==> src/rtl/counter_pkg.sv <==
// Shared types and sizing helpers for the display counter sequencer.
package counter_pkg;

  typedef enum logic [1:0] {
    ST_IDLE  = 2'd0,
    ST_RUN   = 2'd1,
    ST_PAUSE = 2'd2,
    ST_DONE  = 2'd3
  } state_t;

  localparam int COUNT_W = 8;

  // Prescaler width; never below one bit so a two-cycle divider still has a register.
  function automatic int presc_w(input int clk_div);
    return (clk_div > 2) ? $clog2(clk_div) : 1;
  endfunction

endpackage

==> src/rtl/btn_edge.sv <==
// Rising-edge detector for a debounced, already-synchronous button level.
module btn_edge (
  input  logic clk,
  input  logic rst,
  input  logic level,
  output logic pulse
);

  logic prev;

  always_ff @(posedge clk) begin
    if (rst) prev <= 1'b0;
    else     prev <= level;
  end

  assign pulse = level & ~prev;

endmodule

==> src/rtl/counter_sequencer.sv <==
// Run/pause/step/clear sequencer driving the display counter from a prescaled main clock.
module counter_sequencer
  import counter_pkg::*;
#(
  parameter int CLK_DIV = 100_000_000,
  parameter int WIDTH   = COUNT_W
) (
  input  logic             clk,
  input  logic             rst,
  input  logic             btn_start,
  input  logic             btn_stop,
  input  logic             btn_step,
  input  logic             btn_clear,
  input  logic             dir,
  input  logic             auto_reload,
  input  logic [WIDTH-1:0] limit,
  output logic [WIDTH-1:0] count,
  output logic             tick,
  output logic             running,
  output logic             done
);

  localparam int            PW         = presc_w(CLK_DIV);
  localparam logic [PW-1:0] PRESC_LAST = PW'(CLK_DIV - 1);

  state_t           state, state_n;
  logic [PW-1:0]    presc, presc_n;
  logic [WIDTH-1:0] count_n;
  logic             tick_n;

  logic             start_p, stop_p, step_p, clr_p;

  logic [WIDTH-1:0] step_count;
  logic             step_tick;
  logic             step_done;
  logic             take_step;

  btn_edge u_edge_start (.clk(clk), .rst(rst), .level(btn_start), .pulse(start_p));
  btn_edge u_edge_stop  (.clk(clk), .rst(rst), .level(btn_stop),  .pulse(stop_p));
  btn_edge u_edge_step  (.clk(clk), .rst(rst), .level(btn_step),  .pulse(step_p));
  btn_edge u_edge_clear (.clk(clk), .rst(rst), .level(btn_clear), .pulse(clr_p));

  // Result of one count step; a non-reloading terminal step holds count and requests DONE.
  always_comb begin
    step_count = count;
    step_tick  = 1'b0;
    step_done  = 1'b0;
    if (dir) begin
      if (count == limit) begin
        if (auto_reload) begin
          step_count = '0;
          step_tick  = 1'b1;
        end else begin
          step_done = 1'b1;
        end
      end else begin
        step_count = count + WIDTH'(1);
        step_tick  = 1'b1;
      end
    end else begin
      if (count == '0) begin
        if (auto_reload) begin
          step_count = limit;
          step_tick  = 1'b1;
        end else begin
          step_done = 1'b1;
        end
      end else begin
        step_count = count - WIDTH'(1);
        step_tick  = 1'b1;
      end
    end
  end

  // A stop pulse masks start and step in every state, which gives the clear > stop > start > step order.
  always_comb begin
    state_n   = state;
    count_n   = count;
    presc_n   = presc;
    tick_n    = 1'b0;
    take_step = 1'b0;

    if (clr_p) begin
      state_n = ST_IDLE;
      count_n = '0;
      presc_n = '0;
    end else begin
      case (state)
        ST_IDLE: begin
          if (!stop_p) begin
            if (start_p) begin
              state_n = ST_RUN;
              presc_n = '0;
            end else if (step_p) begin
              take_step = 1'b1;
            end
          end
        end
        ST_RUN: begin
          if (stop_p) begin
            state_n = ST_PAUSE;
          end else if (presc == PRESC_LAST) begin
            presc_n   = '0;
            take_step = 1'b1;
          end else begin
            presc_n = presc + PW'(1);
          end
        end
        ST_PAUSE: begin
          if (!stop_p) begin
            if (start_p) begin
              state_n = ST_RUN;
            end else if (step_p) begin
              take_step = 1'b1;
            end
          end
        end
        ST_DONE: begin
          if (!stop_p && start_p) begin
            count_n = dir ? '0 : limit;
            presc_n = '0;
            state_n = ST_RUN;
          end
        end
        default: state_n = ST_IDLE;
      endcase
    end

    if (take_step) begin
      count_n = step_count;
      tick_n  = step_tick;
      if (step_done) state_n = ST_DONE;
    end
  end

  always_ff @(posedge clk) begin
    if (rst) begin
      state   <= ST_IDLE;
      presc   <= '0;
      count   <= '0;
      tick    <= 1'b0;
      running <= 1'b0;
      done    <= 1'b0;
    end else begin
      state   <= state_n;
      presc   <= presc_n;
      count   <= count_n;
      tick    <= tick_n;
      running <= (state_n == ST_RUN);
      done    <= (state_n == ST_DONE);
    end
  end

endmodule

==> config.mk <==
export PLATFORM = sky130hd
export DESIGN_NAME = counter_sequencer
export DESIGN_NICKNAME = d
export VERILOG_FILES = /design/src/rtl/counter_pkg.sv /design/src/rtl/btn_edge.sv /design/src/rtl/counter_sequencer.sv
export SDC_FILE = /design/constraint.sdc
export NUM_CORES = 1
export LEC_CHECK = 0
export CAP_MARGIN = 15
export CELL_PAD_IN_SITES_DETAIL_PLACEMENT = 1
export CELL_PAD_IN_SITES_GLOBAL_PLACEMENT = 1
export CORE_ASPECT_RATIO = 0.75
export CORE_MARGIN = 2
export CORE_UTILIZATION = 43
export CTS_CLUSTER_DIAMETER = 150
export CTS_CLUSTER_SIZE = 28
export DETAILED_ROUTE_END_ITERATION = 6
export PLACE_DENSITY = 0.92
export SKIP_CTS_REPAIR_TIMING = 1
export SLEW_MARGIN = 20
export SYNTH_ARGS = -nofsm -noshare
export SYNTH_HDL_FRONTEND = slang
export SYNTH_HIERARCHICAL = 1
export SYNTH_SLANG_ARGS = --single-unit
==> constraint.sdc <==
create_clock -name clk -period 3.2 [get_ports clk]
set_input_delay 0.64 -clock clk [delete_from_list [all_inputs] [get_ports clk]]
set_output_delay 0.64 -clock clk [all_outputs]
set_load 0.01 [all_outputs]
==> After elaboration in Yosys (flattened, before gate mapping) <==
Index checks and enable logic that the tools add are counted.
W data, S select, Z words.
{ "totals": {"ff_bits": 44, "in_bits": 16, "output_inout_bits": 11, "wordCells": 86} }
{ "op_classes": {"n_addsub": 3, "n_eq_ne": 13, "mux": 39, "bitwise_logic": 9, "reduce_logical": 12} }
{ "op_table": {"columns": ["cell", "n"], "rows": [
  ["$mux W27", 5],
  ["$pmux W27 S3", 1],
  ["$mux W8", 10],
  ["$add A27 B1 Y27 const B", 1],
  ["$eq A27 B27 Y1 const B", 1],
  ["$mux W1", 14],
  ["$mux W2", 7],
  ["$reduce_bool A3 Y1", 3],
  ["$add A8 B1 Y8 const B", 1],
  ["$eq A8 B8 Y1", 1],
  ["$logic_not A8 Y1", 1],
  ["$ne A2 B2 Y1 const B", 4],
  ["$ne A4 B4 Y1 const B", 2],
  ["$sub A8 B1 Y8 const B", 1],
  ["$eq A2 B2 Y1 const B", 3],
  ["$pmux W2 S3", 1],
  ["$reduce_or A2 Y1", 3],
  ["$not A1 Y1", 5],
  ["$reduce_and A5 Y1", 1],
  ["$and A1 B1 Y1", 4],
  ["$eq A2 B1 Y1 const B", 2],
  ["$reduce_and A4 Y1", 1],
  ["$logic_not A2 Y1", 1],
  ["$pmux W1 S2", 1],
  ["2 further kinds", 2]
]} }

==> Logic depth before layout (Yosys ltp) <==
{ "logic_depth": {"word_depth": 10, "mapped_depth": 10, "mapped_depth_nobuf": 8} }

==> Modules after synthesis <==
Netlist, hierarchy kept.
{ "by_module_without_submodules": {"columns": ["mod", "instances", "cells_per_inst", "area_per_inst_um2", "seq_area_each_um2"], "rows": [
  ["counter_sequencer", 1, 306, 2473.6, 800.8],
  ["btn_edge", 4, 3, 47.5, 20.0]
]} }

==> Worst setup path before layout <==
Ideal clock, no wire load.
{ "synth_path": {"kind": "input to register", "start": "input btn_start", "end": "register presc[25]", "setup_time_ns": 0.128, "t_arrival_ns": 2.403, "required_time_ns": 3.072, "path_slack_ns": 0.669, "stages": 7, "n_path_buf": 0, "cell_sequence": "nor2b_4 > maj3_1 > nor4b_1 > nor4b_2 > or3b_2 > xnor2_1 > nor2_1"} }
{ "synth_via": {"elab_chain_cells": 4, "elab_cells_between_ends": 5, "classes_between": "eq/ne: 2; bitwise: 1; reduce/logical: 2"} }
{ "synth_lines": {"columns": ["item", "line_no", "text"], "rows": [
  ["from (decl)", "counter_sequencer.sv:10", "input logic btn_start,"],
  ["$and A1 B1 Y1 *", "btn_edge.sv:16", "assign pulse = level & ~prev;"],
  ["$logic_and A1 B1 Y1", "counter_sequencer.sv:119", "if (!stop_p && start_p) begin"],
  ["$ne A2 B2 Y1 (no line)", null, null],
  ["$reduce_and A5 Y1 (no line) *", null, null],
  ["to (signal assigned)", "counter_sequencer.sv:146", "presc <= presc_n;"],
  ["to (decl)", "counter_sequencer.sv:27", "logic [PW-1:0] presc, presc_n;"]
]} }
Mark *: on every way between the ends. The rest lies on a longest branch, timed or not.
A chain may end at the register's enable or synchronous reset.

==> Final worst setup path <==
{ "layout_path": {"start": "register presc[0]", "end": "register count[6]"} }
{ "layout_via": {"elab_chain_cells": 7, "elab_cells_between_ends": 11, "classes_between": "eq/ne: 3; mux: 5; reduce/logical: 3"} }
{ "layout_lines": {"columns": ["item", "line_no", "text"], "rows": [
  ["$eq A27 B27 Y1 *", "counter_sequencer.sv:102", "end else if (presc == PRESC_LAST) begin"],
  ["$mux W1 *", "counter_sequencer.sv:102", null],
  ["$mux W1 *", "counter_sequencer.sv:100", "if (stop_p) begin"],
  ["$pmux W1 S2 *", "counter_sequencer.sv:88", "case (state)"],
  ["$mux W1 *", "counter_sequencer.sv:83", "if (clr_p) begin"],
  ["$ne A4 B4 Y1 (no line) / $reduce_bool A3 Y1 (equally long branches)", null, null],
  ["$reduce_and A4 Y1 (no line)", null, null],
  ["to (signal assigned)", "counter_sequencer.sv:147", "count <= count_n;"],
  ["to (decl)", "counter_sequencer.sv:17", "output logic [WIDTH-1:0] count,"]
]} }
Marked as above.

==> summary.md <==
Routability-driven placement finished with a final weighted congestion of 0.8459. The run gives 103.5 ps as the worst setup slack after placement. The top cell types in the final layout, fill and taps aside, are 44 x dfxtp_1, 37 x nor2_1, 26 x clkdlybuf4s50_1. HPWL after detailed placement: 5873 um. Remaining global-route overflow: 0.

The shortest period the worst path allows was 2850 ps. The post-synthesis async set-or-reset flop share works out to 0. The tools report the detailed-routing iteration count for the pre-antenna-repair pass as 4. The category of the critical setup timing path was reg2reg. Uppermost layer routed: met4. The run gives 44 as the number of sinks handled by clock tree synthesis. The fraction of the mapped netlist area in compound gates is 0.1686. The starting density of the core was 0.4526; the area share of the largest cell type after synthesis was 0.3307. The worst setup path is captured at a register. The critical path goes through ha_1 -> inv_1 -> or2_1 -> o41ai_4 -> and2_4 -> nor2_1 -> a221oi_1 -> o22ai_1.

The number of remaining DRC errors came out at 0. The area growth from synthesis to final layout works out to 17.80%. For this run, the post-layout net count is 363.

Detailed routing placed a total of 404 um of wire on met3. The run gives 227 as the initial detailed-routing violation count. The latest clock arrival within the worst-skew pair was 310 ps; the per-cell via count in the routed design was 5.943. The relative slew slack was 0.5431. The tools report the worst path required time as 3370 ps.

After layout, the design draws a total of 1243 uW. Number of nets produced by synthesis: 337. The run gives 0.1962 mV as the peak supply drop. The number of nets with antenna violations after routing was 0.

The final-report hold violation count was 0. The worst setup path is launched from a register. Wire segments on met2 add up to 3738 um in the final route.

Setup repair after global routing left no endpoint under its margin. Count of yosys warnings during synthesis: 6. The fraction of synthesized area in multiplexers came out at 0.007515.

Clock skew on the completed layout was measured at 8.884 ps. Counting flops and latches in the post-synthesis netlist gives 44. The number of ports placed on the die boundary is 27, and the per-instance average area after synthesis is 8.377 sq um. The number of maximum-capacitance constraint violations is 0. Based on the critical path, the design can be clocked at up to 350.8 MHz.

The synthesized netlist occupies a cell area of 2664 sq um. Die boundary width: 94.89 um. The worst hold-check path type was reg2reg. The via count of the first global-routing pass was 2617; the simple-gate share of the synthesized area was 0.3372.

Counting flops with a built-in enable in the synthesized netlist gives 0. Yosys attributes the largest share of cell area to dfxtp_1 33%, xor2_1 5.6%, nor2_1 5.2%. For this design the ratio of total power to cell area is 396.2 nW/um^2. TritonCTS built the clock tree. After detailed routing, the average wire length per cell comes to 18.79 um.

After clock tree synthesis, the clock-pin slew on the worst setup and hold paths is 90 ps. Buffers inserted during clock tree synthesis total 5. For the total detailed-routing wirelength, the log shows 7950 um. Total of endpoints with negative setup slack in the final report: 0. Data arrives at the worst endpoint at 3020 ps. In this run the vertical extent of the chip is 72.16 um. After detailed routing, the wire length on met1 is 3696 um. Critical-path maximum fanout: 9. The portion of the post-synthesis area used by sequential elements was 0.3307; the number of distinct library cells after synthesis was 67. For this design the static power due to leakage is 0.001100 uW. The run gives 2 as the number of buffers on the longest clock path. For this run, the slowest stage of the critical path takes 740 ps. The tools report the final antenna diode count as 0. Root cell of the clock tree: clkbuf_8. The share of the cycle needed by the critical path after routing is 0.8907, and the synthesized-area fraction occupied by adder cells is 0.01785. The area of the placeable core was 5886 sq um; the fraction of final layout cells sized beyond drive strength 1 was 0.1333. The setup slack after layout is 349.7 ps, and the xor-xnor portion of the synthesized cell area is 0.09535. For the pin with the worst max-slew slack, the measured transition is 682.9 ps.

The logs give 6847 sq um for the die footprint and 2514 for the via total after detailed routing. For this design, the slowest cell found on the critical path is o41ai_4. Entering global routing, the biggest net connects 22 pins.

After synthesis, the largest family of logic cells by area is simple AND/OR/NAND/NOR gates. The biggest area contributor in the post-synthesis netlist is dfxtp_1. The total routing usage reported by global routing is 0.2452.

The most used flip-flop cell after synthesis was dfxtp_1. The tightest hold margin is 500.7 ps. The run finished with clean final reports.

Most common cell after layout, fill and taps aside: dfxtp_1. Count of H-tree levels built during CTS: 2. For the initial antenna violation count, the log shows 0. The first global-routing pass estimated 13080 um of wire.

Total count of max-transition violations in the final report: 0. In this run the core area contains 24 standard-cell rows. Synthesis produced a netlist whose cell count is 318. The accumulated negative setup slack came out at 0 ps. The number of buffers added on ports was 26.
-- layer usage --
layer / global-route usage / vias to the layer above
met3: 0.05192 / 11
met4: 0.07729 / 0
met2: 0.3948 / 68
li1: - / 1198
met5: 0 / -
met1: 0.3312 / 1237
-- cell type report --
class | count | area (sq um)
inverter | 11 | 41.29
sequential | 44 | 880.8
multi-input combinational | 247 | 1669
tap | 78 | 97.59
clock inverter | 2 | 38.79
fill | 704 | 2748
clock buffer | 6 | 82.58
timing repair buffer | 35 | 327.8
-- synth_stat cells, types with 4 or more instances --
cell,count
clkbuf_1,10
nor4_1,10
nor3_1,10
a31oi_1,7
dfxtp_1,44
xnor2_1,12
nand4_1,7
nor2b_4,8
nor2b_1,5
nor2_1,37
and3_1,4
nand3_1,11
nand2_1,24
a21oi_1,13
xor2_1,17
o21ai_0,8
inv_1,10
buf_2,4
or3_1,6
-- final timing paths --
path	startpoint	to	slack, ps	cells after the start
worst max-delay path	presc[0]$_SDFFE_PP0P_	count[6]$_SDFFE_PP0P_	350	8
worst min-delay path	presc[16]$_SDFFE_PP0P_	presc[16]$_SDFFE_PP0P_	500	2
worst max register to register	presc[0]$_SDFFE_PP0P_	count[6]$_SDFFE_PP0P_	350	8
worst min register to register	presc[16]$_SDFFE_PP0P_	presc[16]$_SDFFE_PP0P_	500	2
-- where the power goes --
part	total (uW)	internal [uW]	switching (uW)
Sequential	578	557	20.4
Clock	459	255	203
Combinational	207	92.7	114
Total	1240	906	338
-- metrics by stage --
step / utilization / instance area (sq um) / instances
after CTS: 0.5332 / 3138 / 423
final: 0.5332 / 3138 / 423
after global routing: 0.5332 / 3138 / 423
after floorplan: - / 2664 / 318
after global placement: 0.5125 / 3017 / 415
after detailed placement: 0.5125 / 3017 / 415
-- flip-flops by register name, indices dropped and copies added, names as in the netlist --
| register | flops |
|---|---|
| u_edge_stop/prev | 1 |
| u_edge_clear/prev | 1 |
| u_edge_start/prev | 1 |
| tick | 1 |
| state | 2 |
| count | 8 |
| presc | 27 |
| running | 1 |
| u_edge_step/prev | 1 |
| done | 1 |
-- worst max-delay path: cells and delay by family (launching register included) --
family	cells	cell delay (ps)
buffers and inverters	1	50
AO/OA/AOI/OAI	3	1330
adder cells (fa/ha/maj)	1	180
flip-flops	1	410
AND/OR/NAND/NOR	3	730
-- logic make-up (layout without fill, tap and decap cells) --
kind of cell	after synthesis	in the layout
buffers and inverters	27	54
AO/OA/AOI/OAI	60	60
flip-flops	44	44
XOR/XNOR	29	29
adder cells (fa/ha/maj)	4	4
multiplexers	2	2
AND/OR/NAND/NOR	152	152
(Power assumes the default switching activity.)
